[config.mk]
export PLATFORM = sky130hd
export DESIGN_NAME = fb_port_arbiter_flat
export DESIGN_NICKNAME = d
export VERILOG_FILES = /design/src/rtl/fb_arb_pkg.sv /design/src/rtl/fb_port_arbiter_if.sv /design/src/rtl/fb_arb_stats.sv /design/src/rtl/fb_port_arbiter.sv /design/src/flat_wrapper.sv
export SDC_FILE = /design/constraint.sdc
export NUM_CORES = 1
export LEC_CHECK = 0
export ABC_AREA = 1
export CORE_MARGIN = 2
export CORE_UTILIZATION = 63
export DETAILED_ROUTE_END_ITERATION = 8
export DONT_BUFFER_PORTS = 1
export GPL_ROUTABILITY_DRIVEN = 0
export PLACE_DENSITY = 0.83
export SYNTH_ARGS = -nofsm -noshare
export SYNTH_HDL_FRONTEND = slang
export SYNTH_HIERARCHICAL = 1
export SYNTH_SLANG_ARGS = --single-unit
[constraint.sdc]
create_clock -name clk -period 1.7 [get_ports clk]
set_input_delay 0.255 -clock clk [delete_from_list [all_inputs] [get_ports clk]]
set_output_delay 0.255 -clock clk [all_outputs]
set_load 0.01 [all_outputs]
[src/rtl/fb_arb_pkg.sv]
// fb_arb_pkg: shared types and default widths for the framebuffer port arbiter.
// Contents: FSM state enum, transaction owner enum, AW/DW word address/data widths.
package fb_arb_pkg;
    localparam int AW = 14;
    localparam int DW = 16;
    typedef enum logic [1:0] {IDLE, REQ, RWAIT, DONE} state_t;
    typedef enum logic {OWN_DISP, OWN_DRAW} owner_t;
endpackage

[src/rtl/fb_port_arbiter_if.sv]
// fb_port_arbiter_if: signal bundle around the framebuffer port arbiter.
// Groups: display address/data FIFO ports, draw req/ack port, memory port.
// slave = arbiter view, master = environment view (FIFOs, draw engine, memory).
interface fb_port_arbiter_if;
    import fb_arb_pkg::*;
    logic          disp_addr_empty;
    logic [AW-1:0] disp_addr_rd;
    logic          disp_addr_ren;
    logic          disp_data_wen;
    logic [DW-1:0] disp_data_wd;
    logic          disp_data_full;
    logic          drw_req;
    logic          drw_we;
    logic [AW-1:0] drw_addr;
    logic [DW-1:0] drw_wd;
    logic [DW-1:0] drw_mask;
    logic          drw_ack;
    logic [DW-1:0] drw_rd;
    logic          mem_req;
    logic          mem_we;
    logic [AW-1:0] mem_addr;
    logic [DW-1:0] mem_wd;
    logic [DW-1:0] mem_wmask;
    logic          mem_ack;
    logic          mem_rvalid;
    logic [DW-1:0] mem_rd;
    modport slave (
        input  disp_addr_empty, disp_addr_rd, disp_data_full,
        input  drw_req, drw_we, drw_addr, drw_wd, drw_mask,
        input  mem_ack, mem_rvalid, mem_rd,
        output disp_addr_ren, disp_data_wen, disp_data_wd,
        output drw_ack, drw_rd,
        output mem_req, mem_we, mem_addr, mem_wd, mem_wmask
    );
    modport master (
        output disp_addr_empty, disp_addr_rd, disp_data_full,
        output drw_req, drw_we, drw_addr, drw_wd, drw_mask,
        output mem_ack, mem_rvalid, mem_rd,
        input  disp_addr_ren, disp_data_wen, disp_data_wd,
        input  drw_ack, drw_rd,
        input  mem_req, mem_we, mem_addr, mem_wd, mem_wmask
    );
endinterface

[src/rtl/fb_arb_stats.sv]
// fb_arb_stats: wrapping 16-bit grant and draw-stall counters for the arbiter.
// Ports: clk, rst (sync, active-high), disp_grant/draw_grant/stall event strobes,
// disp_cnt/draw_cnt/stall_cnt counter outputs.
module fb_arb_stats (
    input  logic        clk,
    input  logic        rst,
    input  logic        disp_grant,
    input  logic        draw_grant,
    input  logic        stall,
    output logic [15:0] disp_cnt,
    output logic [15:0] draw_cnt,
    output logic [15:0] stall_cnt
);
    always_ff @(posedge clk) begin
        if (rst) begin
            disp_cnt  <= '0;
            draw_cnt  <= '0;
            stall_cnt <= '0;
        end else begin
            disp_cnt  <= disp_cnt + 16'(disp_grant);
            draw_cnt  <= draw_cnt + 16'(draw_grant);
            stall_cnt <= stall_cnt + 16'(stall);
        end
    end
endmodule

[src/rtl/fb_port_arbiter.sv]
// fb_port_arbiter: shares one framebuffer memory port between display (priority) and draw engine.
// Ports: clk, rst (sync, active-high), bus (fb_port_arbiter_if.slave).
// Optional FB_ARB_STATS_EN adds stat_disp_cnt, stat_draw_cnt, stat_stall_cnt outputs.
module fb_port_arbiter
    import fb_arb_pkg::*;
#(
    parameter int MAX_DISP_STREAK = 4
) (
    input  logic             clk,
    input  logic             rst,
    fb_port_arbiter_if.slave bus
`ifdef FB_ARB_STATS_EN
    ,
    output logic [15:0]      stat_disp_cnt,
    output logic [15:0]      stat_draw_cnt,
    output logic [15:0]      stat_stall_cnt
`endif
);
    localparam int SW = $clog2(MAX_DISP_STREAK + 1);
    localparam logic [SW-1:0] SMAX = SW'(MAX_DISP_STREAK);
    state_t        state, state_nxt;
    owner_t        owner;
    logic [SW-1:0] streak;
    logic          lat_we;
    logic [AW-1:0] lat_addr;
    logic [DW-1:0] lat_wd, lat_mask, rdata;
    logic          disp_ok, grant_draw, grant_disp, capture, done_disp, done_draw;
    assign disp_ok = ~bus.disp_addr_empty & ~bus.disp_data_full;
    // grants are suppressed while rst is high so no FIFO entry is popped and then lost
    assign grant_draw = ~rst & (state == IDLE) & bus.drw_req & (~disp_ok | (streak == SMAX));
    assign grant_disp = ~rst & (state == IDLE) & disp_ok & ~grant_draw;
    assign capture = bus.mem_rvalid & (((state == REQ) & bus.mem_ack & ~lat_we) | (state == RWAIT));
    assign done_disp = (state == DONE) & (owner == OWN_DISP);
    assign done_draw = (state == DONE) & (owner == OWN_DRAW);
    always_ff @(posedge clk) begin
        state <= rst ? IDLE : state_nxt;
    end
    always_comb begin
        state_nxt = state;
        unique case (state)
            IDLE:    state_nxt = (grant_draw | grant_disp) ? REQ : IDLE;
            REQ:     state_nxt = ~bus.mem_ack ? REQ : (lat_we | bus.mem_rvalid) ? DONE : RWAIT;
            RWAIT:   state_nxt = bus.mem_rvalid ? DONE : RWAIT;
            default: state_nxt = IDLE;
        endcase
    end
    always_ff @(posedge clk) begin
        if (rst) begin
            owner    <= OWN_DISP;
            streak   <= '0;
            lat_we   <= 1'b0;
            lat_addr <= '0;
            lat_wd   <= '0;
            lat_mask <= '0;
            rdata    <= '0;
        end else begin
            if (grant_draw) begin
                owner    <= OWN_DRAW;
                streak   <= '0;
                lat_we   <= bus.drw_we;
                lat_addr <= bus.drw_addr;
                lat_wd   <= bus.drw_we ? bus.drw_wd : '0;
                lat_mask <= bus.drw_we ? bus.drw_mask : '0;
            end else if (grant_disp) begin
                owner    <= OWN_DISP;
                streak   <= (streak == SMAX) ? SMAX : streak + 1'b1;
                lat_we   <= 1'b0;
                lat_addr <= bus.disp_addr_rd;
                lat_wd   <= '0;
                lat_mask <= '0;
            end
            if (capture) rdata <= bus.mem_rd;
        end
    end
    always_comb begin
        bus.disp_addr_ren = grant_disp;
        bus.mem_req       = (state == REQ);
        bus.mem_we        = (state == REQ) & lat_we;
        bus.mem_addr      = (state == REQ) ? lat_addr : '0;
        bus.mem_wd        = (state == REQ) ? lat_wd : '0;
        bus.mem_wmask     = (state == REQ) ? lat_mask : '0;
        bus.disp_data_wen = done_disp;
        bus.disp_data_wd  = done_disp ? rdata : '0;
        bus.drw_ack       = done_draw;
        bus.drw_rd        = (done_draw & ~lat_we) ? rdata : '0;
    end
`ifdef FB_ARB_STATS_EN
    logic stall;
    // draw is stalled whenever it is not the owner of an active transaction
    assign stall = bus.drw_req & ~((state != IDLE) & (owner == OWN_DRAW));
    fb_arb_stats u_stats (
        .clk        (clk),
        .rst        (rst),
        .disp_grant (grant_disp),
        .draw_grant (grant_draw),
        .stall      (stall),
        .disp_cnt   (stat_disp_cnt),
        .draw_cnt   (stat_draw_cnt),
        .stall_cnt  (stat_stall_cnt)
    );
`endif
endmodule

[src/flat_wrapper.sv]
// flat-port wrapper written by rule: the top's interface ports become plain ports
module fb_port_arbiter_flat import fb_arb_pkg::*;
#(
    parameter int MAX_DISP_STREAK = 4
)
  (clk, rst, bus_disp_addr_empty, bus_disp_addr_rd, bus_disp_data_full, bus_drw_req, bus_drw_we, bus_drw_addr, bus_drw_wd, bus_drw_mask, bus_mem_ack, bus_mem_rvalid, bus_mem_rd, bus_disp_addr_ren, bus_disp_data_wen, bus_disp_data_wd, bus_drw_ack, bus_drw_rd, bus_mem_req, bus_mem_we, bus_mem_addr, bus_mem_wd, bus_mem_wmask);
  fb_port_arbiter_if bus_i ();
  input  logic clk;
  input  logic rst;
  input wire logic [$bits(bus_i.disp_addr_empty)-1:0] bus_disp_addr_empty;
  input wire logic [$bits(bus_i.disp_addr_rd)-1:0] bus_disp_addr_rd;
  input wire logic [$bits(bus_i.disp_data_full)-1:0] bus_disp_data_full;
  input wire logic [$bits(bus_i.drw_req)-1:0] bus_drw_req;
  input wire logic [$bits(bus_i.drw_we)-1:0] bus_drw_we;
  input wire logic [$bits(bus_i.drw_addr)-1:0] bus_drw_addr;
  input wire logic [$bits(bus_i.drw_wd)-1:0] bus_drw_wd;
  input wire logic [$bits(bus_i.drw_mask)-1:0] bus_drw_mask;
  input wire logic [$bits(bus_i.mem_ack)-1:0] bus_mem_ack;
  input wire logic [$bits(bus_i.mem_rvalid)-1:0] bus_mem_rvalid;
  input wire logic [$bits(bus_i.mem_rd)-1:0] bus_mem_rd;
  output wire logic [$bits(bus_i.disp_addr_ren)-1:0] bus_disp_addr_ren;
  output wire logic [$bits(bus_i.disp_data_wen)-1:0] bus_disp_data_wen;
  output wire logic [$bits(bus_i.disp_data_wd)-1:0] bus_disp_data_wd;
  output wire logic [$bits(bus_i.drw_ack)-1:0] bus_drw_ack;
  output wire logic [$bits(bus_i.drw_rd)-1:0] bus_drw_rd;
  output wire logic [$bits(bus_i.mem_req)-1:0] bus_mem_req;
  output wire logic [$bits(bus_i.mem_we)-1:0] bus_mem_we;
  output wire logic [$bits(bus_i.mem_addr)-1:0] bus_mem_addr;
  output wire logic [$bits(bus_i.mem_wd)-1:0] bus_mem_wd;
  output wire logic [$bits(bus_i.mem_wmask)-1:0] bus_mem_wmask;
  assign bus_i.disp_addr_empty = bus_disp_addr_empty;
  assign bus_i.disp_addr_rd = bus_disp_addr_rd;
  assign bus_i.disp_data_full = bus_disp_data_full;
  assign bus_i.drw_req = bus_drw_req;
  assign bus_i.drw_we = bus_drw_we;
  assign bus_i.drw_addr = bus_drw_addr;
  assign bus_i.drw_wd = bus_drw_wd;
  assign bus_i.drw_mask = bus_drw_mask;
  assign bus_i.mem_ack = bus_mem_ack;
  assign bus_i.mem_rvalid = bus_mem_rvalid;
  assign bus_i.mem_rd = bus_mem_rd;
  assign bus_disp_addr_ren = bus_i.disp_addr_ren;
  assign bus_disp_data_wen = bus_i.disp_data_wen;
  assign bus_disp_data_wd = bus_i.disp_data_wd;
  assign bus_drw_ack = bus_i.drw_ack;
  assign bus_drw_rd = bus_i.drw_rd;
  assign bus_mem_req = bus_i.mem_req;
  assign bus_mem_we = bus_i.mem_we;
  assign bus_mem_addr = bus_i.mem_addr;
  assign bus_mem_wd = bus_i.mem_wd;
  assign bus_mem_wmask = bus_i.mem_wmask;
  fb_port_arbiter #(.MAX_DISP_STREAK(MAX_DISP_STREAK)) u_core (.clk(clk), .rst(rst), .bus(bus_i));
endmodule
After elaboration in Yosys (flattened, before gate mapping)
Index checks and enable logic that the tools add are counted.
{"block": "op_classes", "addsub": 1, "n_eq_ne": 4, "n_mux": 21, "bitwise": 24, "n_reduce_logical": 3}
{"cell": "$mux W16", "count": 9}
{"cell": "$mux W14", "count": 3}
{"cell": "$and A1 B1 Y1", "count": 13}
{"cell": "$not A1 Y1", "count": 7}
{"cell": "$mux W1", "count": 6}
{"cell": "$pmux W2 S3", "count": 1}
{"cell": "$eq A2 B2 Y1 const B", "count": 2}
{"cell": "$or A1 B1 Y1", "count": 4}
{"cell": "$add A3 B1 Y3 const B", "count": 1}
{"cell": "$eq A3 B3 Y1 const B", "count": 1}
{"cell": "$mux W3", "count": 1}
{"cell": "$eq A2 B1 Y1 const B", "count": 1}
{"cell": "$logic_not A2 Y1", "count": 1}
{"cell": "$mux W2", "count": 1}
{"cell": "$reduce_bool A2 Y1", "count": 1}
{"cell": "$reduce_or A2 Y1", "count": 1}
{"block": "totals", "reg_bits": 69, "input_bits": 84, "out_inout_bits": 83}

Longest topological paths before layout
Gate-level depths: netlist of the first run.
{"block": "depth", "depth_word": 10, "depth_mapped": 10, "ltp_nobuf": 9}

Worst setup path before layout of the first run
OpenSTA, ideal clock, no wires.
{"block": "synth_path", "path_type": "reg2out", "startpoint": "register u_core.state[1]", "endpoint": "output bus_drw_rd[10]", "t_arrival_ps": 1265, "required_time_ps": 1445, "setup_slack_ps": 180, "path_stages_with_launch": 6, "n_path_buf": 1, "cell_sequence": "dfxtp_1 > nand2_1 > nor2_1 > nand2_1 > buf_2 > nor2_1"}
{"block": "synth_between", "elab_chain_cells": 4}
{"element": "start, declared", "line": "fb_port_arbiter.sv:21", "text": "state_t state, state_nxt;"}
{"element": "start signal, assigned", "line": "fb_port_arbiter.sv:36", "text": "state <= rst ? IDLE : state_nxt;"}
{"element": "$eq A2 B2 Y1", "line": "fb_port_arbiter.sv:34", "text": "assign done_draw = (state == DONE) & (owner == OWN_DRAW);"}
{"element": "$and A1 B1 Y1", "line": "fb_port_arbiter.sv:34"}
{"element": "via bus_drw_ack", "line": "flat_wrapper.sv:24", "text": "output wire logic [$bits(bus_i.drw_ack)-1:0] bus_drw_ack;"}
{"element": "$and A1 B1 Y1", "line": "fb_port_arbiter.sv:85", "text": "bus.drw_rd = (done_draw & ~lat_we) ? rdata : '0;"}
{"element": "$mux W16", "line": "fb_port_arbiter.sv:85"}
{"element": "end, declared", "line": "flat_wrapper.sv:25", "text": "output wire logic [$bits(bus_i.drw_rd)-1:0] bus_drw_rd;"}
The timed path passes the listed nets, and every way through them passes these cells.

Final worst setup path of the first run
{"block": "layout_path", "startpoint": "register u_core.state[1]", "endpoint": "output bus_drw_rd[7]"}
{"block": "layout_between", "elab_chain_cells": 4}
{"element": "$eq A2 B2 Y1", "line": "fb_port_arbiter.sv:34"}
{"element": "$and A1 B1 Y1", "line": "fb_port_arbiter.sv:34"}
{"element": "$and A1 B1 Y1", "line": "fb_port_arbiter.sv:85"}
{"element": "$mux W16", "line": "fb_port_arbiter.sv:85"}
Every way passes these cells.

==> impl_metrics.csv, run 1 <==
group,metric,value,unit
setup_path,crit_required,1.44,ns
timing,period_minus_slack,1.744,ns
setup_path,worstSetupPathType,"reg -> out",
placed_design,preCtsSetupSlack,0.1003,ns
floorplanning,die_h,78.77,um
clocking,cts_buffer_depth,2,
power,p_per_area,872.3,mW/mm^2
floorplanning,io_pins,167,
clocking,cts_tree,"built",
timing,rsz0062_at_grt,"true",
setup_path,r2r_slack,0.03,ns
setup_path,path_max_fanout,8,
synthesis,syn_inst,551,
min_path,worst_hold_path_type,"in -> reg",
global_routing,antenna_found_initial,0,
power,power.leakage,1.553,nW
run,maxCapViolations,0,
timing,worst_slack,-0.04444,ns
timing,fmax,573.3,MHz
synthesis,syn_area_per_cell,6.392,um^2
placed_design,numPortBuffers,0,
routing,postRouteAntennaNets,0,
outcome,status,"complete, but fails checks",
routing,vias,3507,
setup_path,path_cells,"nand2_1, nor2_4, nand2_8, nor2_2",
timing,finalHoldViolCount,0,
cells_and_area,antenna_cells,0,
synthesis,ys_seq_area_share,39.22,%
floorplanning,start_util,64.76,%
timing,setup_viol,16,
synthesis,yosysWarningCount,6,
global_routing,first_global_vias,3014,
cells_and_area,mostFrequentLayoutCell,"nand2_1",
outcome,violations,"setup timing",
routing,wl_per_cell,15.50,um
clocking,h-tree-depth,3,
setup_path,end_kind,"output port",
timing,finalCritPeriodShare,102.6,%
cells_and_area,layout_common_cells,"nand2_1, inv_1, nand3_1, dfxtp_1, a21oi_1",
synthesis,synth-seq-cells,69,
synthesis,synth_compound_area_share,8.028,%
clocking,numCtsBuffers,9,
routing,wirelength,9.702,mm
setup_path,worst_ep_arrival_time,1.49,ns
cells_and_area,final_area,0.004283,mm^2
floorplanning,fp.dieW,78.77,um
timing,max-slew-margin-rel,63.22,%
synthesis,synth_area,0.003522,mm^2
timing,worst_pin_slew,0.5497,ns
cells_and_area,num-fill-cells,385,
clocking,path_clk_slew,0.08,ns
global_routing,grt.overflow.total,0,
clocking,cts_root_buffer,"clkbuf_8",
global_routing,grt_pass1_wl,13.37,mm
placed_design,hpwl,5.612,mm
synthesis,synth_top_family_by_area,"simple AND/OR/NAND/NOR gates",
cells_and_area,fin_nets,635,
clocking,cts_sinks,69,
routing,drc_errors,0,
clocking,clk_latency,0.33,ns
floorplanning,core_area,0.005439,mm^2
power,vdd_drop_max,0.0007253,V
global_routing,grt_use_total,26.91,%
synthesis,yosys.area_share.simple,36.38,%
timing,finClkSkew,0.01009,ns
routing,first_pass_iters,5,
synthesis,synthDistinctLibCells,24,
timing,finalMaxSlewViolations,0,
routing,drtIter0Drc,229,
synthesis,synthXorXnorAreaFrac,0,%
cells_and_area,final_layout_size_suffix_gt1_share,23.10,%
synthesis,synth_mux_area_share,0,%
synthesis,synthAdderAreaFrac,0.7105,%
setup_path,cp_slowest_stage_delay,0.40,ns
setup_path,critPathSlowestCell,"dfxtp_4",
setup_path,start_kind,"register",
global_routing,grt_max_degree,36,
placed_design,placed_area,0.003537,mm^2
cells_and_area,syn_to_final_growth,21.60,%
synthesis,synth_nets,637,
routing,routed_via_density,5.602,
floorplanning,num_rows,27,
floorplanning,die_area,0.006205,mm^2
[worst paths after layout]
| kind | cells after the start | end | start |
|---|---|---|---|
| max reg2reg | 8 | u_core/lat_addr[10] | u_core/state[0] |
| max | 4 | bus_drw_rd[7] | u_core/state[1] |
| min reg2reg | 2 | u_core/lat_mask[2] | u_core/lat_mask[2] |
| min | 1 | u_core/owner | rst |
[Yosys cell counts (all sizes together)]
master	n	area, um^2
and2	1	6.260
clkbuf	12	45.04
o31ai	1	7.510
nand2	95	361.6
inv	91	344.1
a21oi	51	255.2
ha	2	25.02
nand4	1	21.27
o21ai	2	13.76
nor2	123	481.7
dfxtp	69	1381
nand3	80	410.4
a31oi	1	6.260
buf	22	162.7
[registers in the layout, indices dropped and copies added (netlist names)]
signal and cells:
u_core/lat_mask 16, u_core/lat_addr 14, u_core/state 2, u_core/streak 3
u_core/owner 1, u_core/lat_wd 16, u_core/lat_we 1, u_core/rdata 16
[critical path, delay by kind of cell (launching register included)]
| kind | cells | cell delay (ns) |
|---|---|---|
| and+or+nand+nor | 4 | 0.76 |
| DFF | 1 | 0.40 |
[layout make-up]
type / count / area (um^2) / share of cell area, %
Clock buffer: 13 / 158.9 / 3.710
Clock inverter: 3 / 43.79 / 1.022
Inverter: 91 / 351.6 / 8.209
Multi-Input combinational cell: 358 / 2028 / 47.36
Sequential cell: 69 / 1389 / 32.43
Tap cell: 72 / 90.09 / 2.103
Timing Repair Buffer: 20 / 221.5 / 5.171
[per-stage QoR]
stage / hold WS, ns / instances / setup TNS [ns] / util (%) / power (W)
finish: 0.01652 / 626 / -0.3452 / 78.74 / 0.003736
global route: 0.01213 / 626 / -2.820 / 78.74 / 0.003864
detailed placement: 0.3347 / 604 / 0 / 65.03 / 0.002237
global placement: 0.3323 / 604 / 0 / 65.03 / 0.002217
CTS: 0.009552 / 623 / -0.2958 / 73.25 / 0.003646
floorplan: 0.3757 / 551 / 0 / - / 0.002187
[timing repair]
action | CTS | global route
endpoints found under the hold margin | 35 | 0
resized for setup | 73 | 65
hold buffers | 1 | 0
buffers inserted | 2 | 1
setup endpoints to repair | 80 | 88
gates cloned | 0 | 2
pin swaps | 4 | 5
[cells by family (layout without fill, tap and decap cells)]
kind of cell,count (synthesis),after routing
AO/OA/AOI/OAI,55,55
adder cells (fa/ha/maj),2,2
flip-flops,69,69
AND/OR/NAND/NOR,300,301
buffers and inverters,125,127
[layer usage]
metal	vias to the layer above	GRT usage (%)	wire [um]
met5	-	0	0
met4	0	11.93	200
met3	23	6.818	877
met2	189	45.64	4958
met1	1618	32.19	3666
li1	1677	-	-
[report_power, final]
group / leakage (nW) / switching [W] / internal (W) / total (W)
Clock: 0.104 / 0.000601 / 0.000760 / 0.00136
Combinational: 0.886 / 0.000437 / 0.000198 / 0.000635
Sequential: 0.564 / 0.0000361 / 0.00170 / 0.00174
Power figures use the tool's default switching activity.
==> inputs of run 2 (changes only) <==
--- a/config.mk
+++ b/config.mk
@@ -7,12 +7,13 @@
 export LEC_CHECK = 0
 export ABC_AREA = 1
 export CORE_MARGIN = 2
-export CORE_UTILIZATION = 63
+export CORE_UTILIZATION = 57
 export DETAILED_ROUTE_END_ITERATION = 8
 export DONT_BUFFER_PORTS = 1
 export GPL_ROUTABILITY_DRIVEN = 0
-export PLACE_DENSITY = 0.83
+export PLACE_DENSITY = 0.79
 export SYNTH_ARGS = -nofsm -noshare
 export SYNTH_HDL_FRONTEND = slang
 export SYNTH_HIERARCHICAL = 1
 export SYNTH_SLANG_ARGS = --single-unit
+export TNS_END_PERCENT = 20
==> constraint.sdc (replaced) <==
create_clock -name clk -period 1.5 [get_ports clk]
set_input_delay 0.225 -clock clk [delete_from_list [all_inputs] [get_ports clk]]
set_output_delay 0.225 -clock clk [all_outputs]
set_load 0.01 [all_outputs]
==> impl_metrics.csv, run 2 (same netlist as run 1, synthesis figures left out) <==
group,metric,value,unit
setup_path,crit_required,1.27,ns
setup_path,rr_startpoint,"u_core/state[0]",
power,cellInternalPower,0.002854,W
timing,rsz0062_at_grt,"true",
timing,finalHoldViolCount,0,
timing,finalMaxSlewViolations,0,
floorplanning,start_util,59.14,%
min_path,whs_path_depth,2,
placed_design,hpwl,5.660,mm
power,p_clk_share,32.8,%
timing,worst_pin_slew,0.5225,ns
power,p_per_area,920.7,mW/mm^2
clocking,cts_sinks,69,
global_routing,grt_use_total,25.52,%
routing,wirelength,9.661,mm
cells_and_area,antenna_cells,0,
cells_and_area,fin_nets,645,
clocking,h-tree-depth,3,
routing,routed_via_density,5.436,
power,vdd_drop_max,0.0006716,V
routing,vias,3463,
setup_path,r2r_cells,9,
min_path,worst_hold_path_type,"in -> reg",
setup_path,worst_ep_arrival_time,1.39,ns
floorplanning,io_pins,167,
cells_and_area,top_regs,"u_core/lat_mask (16), u_core/lat_wd (16), u_core/rdata (16)",
timing,setup_viol,71,
setup_path,start_kind,"register",
floorplanning,core_area,0.005956,mm^2
global_routing,first_global_vias,3079,
power,pwr-share-seq,48.6,%
min_path,min_from,"bus_mem_rd[2]",
power,p_sw_share,29.71,%
setup_path,worstReg2RegEnd,"u_core/lat_addr[0]",
routing,postRouteAntennaNets,0,
floorplanning,num_rows,28,
timing,fmax,620.8,MHz
routing,first_pass_iters,5,
power,finalPower,0.004060,W
clocking,numCtsBuffers,9,
routing,drc_errors,0,
power,power.leakage,1.614,nW
clocking,cts_buffer_depth,2,
clocking,cts_root_buffer,"clkbuf_8",
placed_design,numPortBuffers,0,
floorplanning,die_area,0.006824,mm^2
placed_design,preCtsSetupSlack,0.04672,ns
setup_path,worstSetupPathType,"reg -> out",
placed_design,dp.cells,613,
floorplanning,fp.dieW,82.61,um
timing,period_minus_slack,1.611,ns
global_routing,grt.overflow.total,0,
outcome,status,"complete, but fails checks",
timing,worst_slack,-0.1108,ns
cells_and_area,finalNonFillerCells,637,
floorplanning,die_h,82.61,um
cells_and_area,utilization,74.03,%
global_routing,antenna_found_initial,0,
routing,drtIter0Drc,159,
run,maxCapViolations,0,
setup_path,path_max_fanout,8,
cells_and_area,mostFrequentLayoutCell,"nand2_1",
power,power.switching,0.001206,W
cells_and_area,final_layout_size_suffix_gt1_share,27.05,%
timing,max-slew-margin-rel,65.13,%
cells_and_area,syn_to_final_growth,25.19,%
routing,wl_per_cell,15.17,um
global_routing,grt_pass1_wl,13.32,mm
clocking,clk_latency,0.34,ns
setup_path,end_kind,"output port",
setup_path,r2r_slack,0.02,ns
timing,finalCritPeriodShare,107.4,%
power,combPwrFrac,18.6,%
clocking,path_clk_slew,0.07,ns
cells_and_area,layout_common_cells,"nand2_1, inv_1, nand3_1, dfxtp_1, a21oi_1",
global_routing,grt_max_degree,38,
min_path,min_to,"u_core/rdata[2]",
timing,finClkSkew,0.004794,ns
outcome,violations,"setup timing",
clocking,cts_tree,"built",
-- run 2: cell count changes in the layout (fill, tap and decap cells not counted), sizes merged --
cell         previous run  this run
buf                    19        26
dlygate4sd3             0         3
nand2                  96        95
bufinv                  1         0
-- run 2: worst max-delay path: stages, from the launching register on --
cell and delay, ns:
dfxtp_4 0.40, nand2_2 0.10, nor2_4 0.15, nand2_4 0.08, clkbuf_16 0.19, nor2_4 0.12
-- run 2: cell type report --
cell class / instances / area [um^2]
repair buffers: 31 / 357.8
inverters: 91 / 354.1
multi-input cells: 357 / 2047
flip-flops and latches: 69 / 1391
fillers: 437 / 1546
clock buffers: 12 / 155.1
well taps: 75 / 93.84
clock inverters: 2 / 10.01
-- run 2: layer usage --
layer  track usage, %  part of all wire (%)
met1            28.05                    39
met4            11.80                   2.7
met2            45.16                    50
met3            7.391                   7.8
met5                0                     0
-- run 2: stage by stage --
step | TNS (ns) | hold WS [ns] | area (um^2)
after floorplan | 0 | 0.3457 | 3522
after global placement | 0 | 0.3026 | 3611
after CTS | -3.060 | 0.001540 | 4095
after detailed placement | 0 | 0.3043 | 3611
after global routing | -8.216 | 0.005923 | 4409
final | -2.966 | 0.005605 | 4409
-- run 2: power groups by stage --
stage / Combinational [W] / Clock [W] / Sequential (W)
after floorplan: 0.000479 / 0 / 0.00200
after global placement: 0.000540 / 0 / 0.00200
after detailed placement: 0.000554 / 0 / 0.00201
after CTS: 0.000636 / 0.00135 / 0.00197
after global routing: 0.000821 / 0.00143 / 0.00198
final: 0.000754 / 0.00133 / 0.00197
-- run 2: worst max path at each step --
stage               slack, ns              from            endpoint
finish                  -0.11   u_core/state[1]      bus_drw_rd[12]
global route            -0.16   u_core/state[1]      bus_drw_rd[13]
CTS                     -0.08   u_core/state[1]      bus_drw_rd[12]
detailed placement       0.05  u_core/streak[0]  u_core/lat_mask[0]
global placement         0.10  u_core/streak[0]  u_core/lat_mask[0]
floorplan                0.01   u_core/state[1]      bus_drw_rd[10]
-- run 2: timing repair --
item | in CTS | in global routing
buffers inserted | 3 | 1
gates cloned | 0 | 2
endpoints found under the setup margin | 80 | 115
pin swaps | 3 | 7
gates resized for setup | 90 | 64
hold buffers | 1 | 3
endpoints found under the hold margin | 36 | 3
==> inputs of run 3 (changes only) <==
--- a/config.mk
+++ b/config.mk
@@ -7,11 +7,12 @@
 export LEC_CHECK = 0
 export ABC_AREA = 1
 export CORE_MARGIN = 2
-export CORE_UTILIZATION = 57
+export CORE_UTILIZATION = 59
+export CTS_BUF_LIST = sky130_fd_sc_hd__clkbuf_8
 export DETAILED_ROUTE_END_ITERATION = 8
 export DONT_BUFFER_PORTS = 1
 export GPL_ROUTABILITY_DRIVEN = 0
-export PLACE_DENSITY = 0.79
+export PLACE_DENSITY = 0.82
 export SYNTH_ARGS = -nofsm -noshare
 export SYNTH_HDL_FRONTEND = slang
 export SYNTH_HIERARCHICAL = 1
==> impl_metrics.csv, run 3 (same netlist as run 1, synthesis figures left out) <==
group,metric,value,unit
cells_and_area,syn_to_final_growth,26.15,%
setup_path,rr_startpoint,"u_core/state[0]",
global_routing,grt_use_met2,44.75,%
global_routing,met3_usage,8.111,%
setup_path,cp_slowest_stage_delay,0.35,ns
power,combPwrFrac,18.6,%
cells_and_area,fin_nets,645,
power,power.switching,0.001283,W
timing,worst_slack,-0.2240,ns
cells_and_area,antenna_cells,0,
min_path,worst_hold_path_type,"in -> reg",
power,p_clk_share,33.5,%
floorplanning,num_rows,28,
clocking,cts_root_buffer,"clkbuf_8",
global_routing,antenna_found_initial,0,
setup_path,cp_top_family,"buffers and inverters",
setup_path,crit_cells,5,
setup_path,r2r_cells,8,
cells_and_area,finalNonFillerCells,639,
setup_path,worst_ep_arrival_time,1.50,ns
routing,vias,3534,
timing,finClkSkew,0.01110,ns
timing,worst_pin_slew,0.4650,ns
timing,holdWs,0.004229,ns
routing,drtIter0Drc,220,
outcome,status,"complete, but fails checks",
floorplanning,start_util,60.20,%
cells_and_area,final_area,0.004443,mm^2
global_routing,grt_use_total,26.62,%
min_path,whs_path_depth,2,
timing,setup_viol,81,
routing,routed_via_density,5.531,
min_path,min_from,"bus_mem_rd[8]",
routing,postRouteAntennaNets,0,
power,power.leakage,1.616,nW
global_routing,busiest_layer,"met2",
floorplanning,fp.dieW,81.27,um
floorplanning,die_area,0.006604,mm^2
clocking,clk_latency,0.35,ns
clocking,cts_tree,"built",
setup_path,path_max_fanout,21,
cells_and_area,num-fill-cells,428,
global_routing,grt_max_degree,49,
setup_path,critPathBufInv,3,
global_routing,grt_pass1_wl,13.61,mm
cells_and_area,layout_common_cells,"nand2_1, inv_1, nand3_1, dfxtp_1",
power,p_per_area,925.3,mW/mm^2
setup_path,end_kind,"output port",
placed_design,dp.cells,608,
global_routing,grt_util_met1,31.88,%
power,vdd_drop_max,0.0006343,V
timing,finalHoldViolCount,0,
outcome,violations,"setup timing",
timing,finalCritPeriodShare,114.9,%
placed_design,numPortBuffers,0,
floorplanning,core_area,0.005851,mm^2
placed_design,placed_area,0.003586,mm^2
setup_path,path_cells,"inv_2, nor2_4, inv_4, buf_6, nor2_2",
setup_path,r2r_slack,-0.01,ns
floorplanning,die_h,81.27,um
timing,period_minus_slack,1.724,ns
placed_design,hpwl,5.566,mm
routing,wirelength,9.955,mm
global_routing,grt.overflow.total,0,
cells_and_area,top_regs,"u_core/lat_mask (16), u_core/lat_wd (16), u_core/rdata (16)",
setup_path,crit_required,1.27,ns
cells_and_area,mostFrequentLayoutCell,"nand2_1",
placed_design,preCtsSetupSlack,0.02834,ns
routing,wl_per_cell,15.58,um
clocking,numCtsBuffers,9,
clocking,cts_sinks,69,
cells_and_area,final_layout_size_suffix_gt1_share,26.77,%
timing,finalMaxSlewViolations,0,
clocking,cts_buffer_depth,2,
min_path,min_to,"u_core/rdata[8]",
power,cellInternalPower,0.002828,W
clocking,path_clk_slew,0.08,ns
setup_path,start_kind,"register",
power,pwr-share-seq,48.0,%
power,p_sw_share,31.21,%
global_routing,first_global_vias,2958,
clocking,h-tree-depth,3,
setup_path,critPathSlowestCell,"dfxtp_2",
routing,first_pass_iters,5,
floorplanning,io_pins,167,
timing,max-slew-margin-rel,68.89,%
setup_path,worstReg2RegEnd,"u_core/lat_mask[2]",
timing,fmax,580.1,MHz
run,maxCapViolations,0,
setup_path,worstSetupPathType,"reg -> out",
timing,rsz0062_at_grt,"true",
routing,drc_errors,0,
-- run 3: cell type report --
| type | count | area (um^2) | area share [%] |
|---|---|---|---|
| multi-input combinational | 357 | 2061 | 46.38 |
| clock buffer | 10 | 137.6 | 3.098 |
| sequential | 69 | 1386 | 31.20 |
| tap | 75 | 93.84 | 2.112 |
| clock inverter | 6 | 38.79 | 0.8730 |
| inverter | 91 | 351.6 | 7.913 |
| timing repair buffer | 31 | 374.1 | 8.420 |
-- run 3: power groups by stage --
stage	Combinational (W)	Sequential, W	Clock [W]
5_1_grt	0.000824	0.00198	0.00146
2_1_floorplan	0.000479	0.00200	0
3_5_place_dp	0.000538	0.00201	0
4_1_cts	0.000688	0.00197	0.00138
6_report	0.000763	0.00197	0.00138
3_3_place_gp	0.000529	0.00200	0
-- run 3: worst max-delay path by stage --
stage | slack [ns] | to | from
3_5_place_dp | 0.03 | u_core/lat_mask[2] | u_core/streak[0]
6_report | -0.22 | bus_mem_wd[7] | u_core/state[0]
2_1_floorplan | 0.01 | bus_drw_rd[10] | u_core/state[1]
4_1_cts | -0.22 | bus_mem_wmask[4] | u_core/state[0]
5_1_grt | -0.26 | bus_mem_wd[4] | u_core/state[0]
3_3_place_gp | 0.05 | u_core/lat_addr[11] | u_core/state[1]
-- run 3: routing by layer --
layer | vias up | share of wire, %
met1 | 1618 | 38
li1 | 1706 | -
met5 | - | 0
met2 | 182 | 50
met3 | 28 | 8.8
met4 | 0 | 3.1
-- run 3: through the flow --
step | total power, W | TNS [ns] | utilization, %
2_1_floorplan | 0.002479 | 0 | -
3_3_place_gp | 0.002533 | 0 | 61.29
3_5_place_dp | 0.002548 | 0 | 61.29
4_1_cts | 0.004042 | -12.54 | 71.15
5_1_grt | 0.004265 | -17.43 | 75.94
6_report | 0.004111 | -12.73 | 75.94
-- run 3: what timing repair did --
| item | 4_1_cts | 5_1_grt |
|---|---|---|
| buffers inserted | 1 | 6 |
| pin swaps | 2 | 10 |
| gates resized for setup | 103 | 49 |
| cloned | 1 | 1 |
| hold buffers | 6 | 0 |
| hold endpoints to repair | 41 | 0 |
| setup endpoints to repair | 80 | 129 |
